`config.mk`:
```
export PLATFORM = sky130hd
export DESIGN_NAME = shift_xcvr
export DESIGN_NICKNAME = d
export VERILOG_FILES = /design/src/rtl/shift_xcvr.sv
export SDC_FILE = /design/constraint.sdc
export NUM_CORES = 1
export LEC_CHECK = 0
export CAP_MARGIN = 10
export CORE_MARGIN = 2
export CORE_UTILIZATION = 52
export CTS_CLUSTER_DIAMETER = 80
export DETAILED_ROUTE_END_ITERATION = 10
export GPL_TIMING_DRIVEN = 0
export PLACE_DENSITY = 0.87
export SLEW_MARGIN = 15
export SYNTH_ARGS = -nofsm -noshare
export SYNTH_HDL_FRONTEND = slang
export SYNTH_SLANG_ARGS = --single-unit
```
`constraint.sdc`:
```
create_clock -name clk -period 4.7 [get_ports clk]
set_input_delay 0.94 -clock clk [delete_from_list [all_inputs] [get_ports clk]]
set_output_delay 0.94 -clock clk [all_outputs]
set_load 0.05 [all_outputs]
```
`src/rtl/shift_xcvr.sv`:
```
`default_nettype none
// ============================================================================
//  Module      : shift_xcvr
//  Description : Parametrised serial transceiver around a WIDTH-bit shift
//                register. A parallel word accepted via load_valid/load_ready
//                is shifted out on sout one bit per clock while sin is shifted
//                in. The received word is presented on dout together with a
//                one-cycle done pulse. A transfer in progress can be aborted.
//  Ports       : clk        - clock, rising edge
//                rst        - synchronous reset, active-low
//                din        - parallel word to transmit
//                load_valid - din valid
//                load_ready - block can accept a word (IDLE)
//                abort      - cancel the transfer in progress
//                sin        - serial input, sampled every edge in SHIFT
//                sout       - serial output (0 outside SHIFT)
//                busy       - high in SHIFT and DONE
//                dout       - last complete received word (registered)
//                done       - one-cycle pulse, dout was just updated
//  Revision    : 1.0 - initial release
// ============================================================================
module shift_xcvr #(
    parameter int WIDTH     = 8,
    parameter int LSB_FIRST = 0
) (
    input  logic             clk,
    input  logic             rst,
    input  logic [WIDTH-1:0] din,
    input  logic             load_valid,
    output logic             load_ready,
    input  logic             abort,
    input  logic             sin,
    output logic             sout,
    output logic             busy,
    output logic [WIDTH-1:0] dout,
    output logic             done
);

    localparam int CNT_W = $clog2(WIDTH);

    localparam logic [1:0] c_ST_IDLE  = 2'd0;
    localparam logic [1:0] c_ST_SHIFT = 2'd1;
    localparam logic [1:0] c_ST_DONE  = 2'd2;

    localparam logic [CNT_W-1:0] c_LAST_CNT = CNT_W'(WIDTH - 1);

    logic [1:0]       r_state;
    logic [1:0]       w_next_state;
    logic [WIDTH-1:0] r_sreg;
    logic [CNT_W-1:0] r_cnt;
    logic [WIDTH-1:0] r_dout;
    logic [WIDTH-1:0] w_shifted;
    logic             w_out_bit;
    logic             w_last;

    // Bit order only decides which end of the register is the output end and
    // which end receives sin.
    if (LSB_FIRST != 0) begin : g_lsb_first
        assign w_shifted = {sin, r_sreg[WIDTH-1:1]};
        assign w_out_bit = r_sreg[0];
    end else begin : g_msb_first
        assign w_shifted = {r_sreg[WIDTH-2:0], sin};
        assign w_out_bit = r_sreg[WIDTH-1];
    end

    assign w_last = (r_cnt == c_LAST_CNT);
    assign dout   = r_dout;

    // State register
    always_ff @(posedge clk) begin
        if (!rst) begin
            r_state <= c_ST_IDLE;
        end else begin
            r_state <= w_next_state;
        end
    end

    // Next-state logic; abort beats the final shift edge.
    always_comb begin
        w_next_state = r_state;
        case (r_state)
            c_ST_IDLE: begin
                if (load_valid) begin
                    w_next_state = c_ST_SHIFT;
                end
            end
            c_ST_SHIFT: begin
                if (abort) begin
                    w_next_state = c_ST_IDLE;
                end else if (w_last) begin
                    w_next_state = c_ST_DONE;
                end
            end
            default: begin
                w_next_state = c_ST_IDLE;
            end
        endcase
    end

    // Outputs are decoded from the registered state only.
    always_comb begin
        load_ready = 1'b0;
        busy       = 1'b0;
        done       = 1'b0;
        sout       = 1'b0;
        case (r_state)
            c_ST_IDLE: begin
                load_ready = 1'b1;
            end
            c_ST_SHIFT: begin
                busy = 1'b1;
                sout = w_out_bit;
            end
            c_ST_DONE: begin
                busy = 1'b1;
                done = 1'b1;
            end
            default: begin
                load_ready = 1'b0;
            end
        endcase
    end

    // Datapath: shift register, bit counter and received-word register.
    // On abort the shift register and counter simply hold; their contents are
    // irrelevant because the next load overwrites both.
    always_ff @(posedge clk) begin
        if (!rst) begin
            r_sreg <= '0;
            r_cnt  <= '0;
            r_dout <= '0;
        end else begin
            case (r_state)
                c_ST_IDLE: begin
                    if (load_valid) begin
                        r_sreg <= din;
                        r_cnt  <= '0;
                    end
                end
                c_ST_SHIFT: begin
                    if (!abort) begin
                        r_sreg <= w_shifted;
                        if (w_last) begin
                            r_cnt  <= '0;
                            r_dout <= w_shifted;
                        end else begin
                            r_cnt <= r_cnt + CNT_W'(1);
                        end
                    end
                end
                default: begin
                    r_cnt <= r_cnt;
                end
            endcase
        end
    end

endmodule
`default_nettype wire

```
==> impl_metrics.yaml <==
outcome:
  outcome: "completed"
worst_setup_path:
  max_stage_delay_ns: 0.80
  required_ns: 3.76
  path_max_fanout: 10
  end_kind: "output port"
  crit_arrival_ns: 2.27
  crit_chain: "inv_1 > ha_1 > buf_6 > buf_2 > and2_1 > clkdlybuf4s50_1"
  crit_type: "register to output port"
  cp.buffers_inverters: 4
  crit_family: "buffers and inverters"
  crit_path_start_kind: "register"
  critPathSlowestCell: "clkdlybuf4s50_1"
synth:
  synth_fa_ha_area_frac: 0.0591
  ys.flop_type: "dfxtp_1"
  syn_inst: 100
  synth_edf_count: 0
  synthArstFlopShare: 0
  yosysWarnings: 0
  synthSimpleGateAreaFrac: 0.138
  avgSynthCellArea_um2: 10.6
  seq_area_frac_synth: 0.397
  synth_xor_area_frac: 0
  synth-seq-cells: 21
  syn_area_mm2: 0.00106
  synth_nets: 118
  synth_cell_types: 21
  synth_compound_gate_area_share: 0.161
  synth_top_family_by_area: "multiplexers"
  synthMuxAreaShare: 0.180
clocking:
  cts_hold_buf: 0
  clkSinkCount: 21
  clockBufferDepth: 2
  root_buffer: "clkbuf_4"
  cts_tree: "built"
  cts_inserted_buffers: 3
  clk_pin_slew_worst_paths_ns: 0.12
  cts_setup_buffers: 0
  h-tree-depth: 1
  clock_latency_ns: 0.31
  cts_resized: 0
floorplanning:
  ios: 25
  die-area_mm2: 0.00241
  coreArea_mm2: 0.00194
  die_w_um: 49.1
  start_util: 0.545
  die_h_um: 49.1
  rows: 16
layout:
  layout_common_cells: "clkdlybuf4s50_1 (24), dfxtp_1 (21), mux2i_1 (19), nor2b_1 (10), o211ai_1 (9)"
  final_common_cell: "clkdlybuf4s50_1"
  diodes: 0
  area_growth_pct: 28.4
  final_nets: 147
  drive_above_1_share: 0.0859
power:
  seq_power_share: 0.531
  p_comb_frac: 0.229
  internal_power_uw: 265
  p_leak_uw: 0.000625
  ir_drop_uv: 204
  clock_power_share: 0.240
  swShare: 0.285
  powerDensity_mw_per_mm2: 273
  p_sw_uw: 106
hold_path:
  hold_class: "register to register"
timing:
  fin_crit_ns: 3.21
  hold_viol_final: 0
  setup-tns-final_ns: 0
  period_share: 0.684
  skew_ns: 0.00453
  hold-worst-slack_ns: 0.486
  worst_pin_slew_ns: 0.501
  rsz0062_at_grt: "no"
  relSlewSlack: 0.665
  drv_slew: 0
  fmax_mhz: 311
  setup_viol: 0
route:
  drc: 0
  drt.antenna.violating_nets: 0
  drt-wirelength-per-cell_um: 14.1
  drt_iter0_markers: 19
  via_per_inst: 5.44
  wl_um: 2180
  drt-pass1-iter-count: 4
  vias: 843
grt:
  grt_pass1_vias: 831
  globalRouteOverflowTotal: 0
  grt_max_degree: 12
  antenna_found_initial: 0
  grt_use_total: 0.197
  grt_pass1_wl_um: 3600
place:
  globalplace.congestion: 0.715
  io_buffers: 24
  place_hpwl_um: 1530
job:
  drv_cap: 0
through the flow:
step | cells | worst slack (ns) | utilization | power, uW | area [um^2]
5_1_grt | 155 | 1.38 | 0.700 | 389 | 1360
3_5_place_dp | 151 | 1.84 | 0.686 | 285 | 1330
2_1_floorplan | 100 | 2.46 | - | 259 | 1060
3_3_place_gp | 151 | 1.88 | 0.686 | 283 | 1330
6_report | 155 | 1.49 | 0.700 | 371 | 1360
4_1_cts | 155 | 1.49 | 0.700 | 371 | 1360
flip-flops by register name, indices dropped and copies added (netlist names):
register,count
dout,8
r_sreg,8
r_cnt,3
r_state,2
final timing paths:
kind / startpoint / endpoint / slack, ns / cells after the start
worst max-delay path: r_state[1] / sout / 1.49 / 6
worst max register to register: r_state[1] / r_sreg[6] / 3.01 / 8
worst min register to register: r_cnt[2] / r_cnt[2] / 0.49 / 2
worst min-delay path: r_cnt[2] / r_cnt[2] / 0.49 / 2
worst min-delay path, delay by kind of cell (launching register included):
family           cells  cell delay, ns
muxes                1            0.06
and+or+nand+nor      1            0.06
DFF                  1            0.33
metal layers:
metal | part of all wire | up-vias | track usage
li1 | - | 412 | -
met1 | 0.47 | 402 | 0.237
met2 | 0.46 | 25 | 0.331
met3 | 0.049 | 4 | 0.0337
met4 | 0.018 | 0 | 0.105
met5 | 0 | - | 0
Yosys cell counts, types with 2 or more instances:
| cell | number | area (um^2) |
|---|---|---|
| buf_6 | 3 | 33.8 |
| buf_2 | 4 | 20.0 |
| clkbuf_1 | 2 | 7.51 |
| o211ai_1 | 9 | 67.6 |
| mux2i_1 | 19 | 190 |
| o211a_1 | 8 | 80.1 |
| nor2b_1 | 10 | 62.6 |
| nand3_1 | 2 | 10.0 |
| o21ai_0 | 2 | 10.0 |
| nand2b_1 | 2 | 12.5 |
| inv_1 | 2 | 7.51 |
| nand2_1 | 4 | 15.0 |
| dfxtp_1 | 21 | 420 |
| ha_1 | 5 | 62.6 |
power by group through the flow:
stage                     logic (uW)  clock network, uW  registers (uW)
after global placement          82.7                  0             200
final                           85.0               89.0             197
after global routing            92.2               98.3             199
after floorplan                 60.6                  0             198
after detailed placement        84.9                  0             201
after CTS                       85.6               88.7             197
logic make-up after synthesis:
group / Yosys count
AND/OR/NAND/NOR: 23
adder cells (fa/ha/maj): 5
multiplexers: 19
flip-flops: 21
buffers and inverters: 11
AO/OA/AOI/OAI: 21
final cells by class:
cell class              count  area, um^2
plain buffers               9        61.3
fillers                   156         583
repair buffers             24         240
clock buffers               4        26.3
inverters                   2        7.51
multi-input cells          68         569
well taps                  27        33.8
flip-flops and latches     21         420
(Power assumes the default switching activity.)
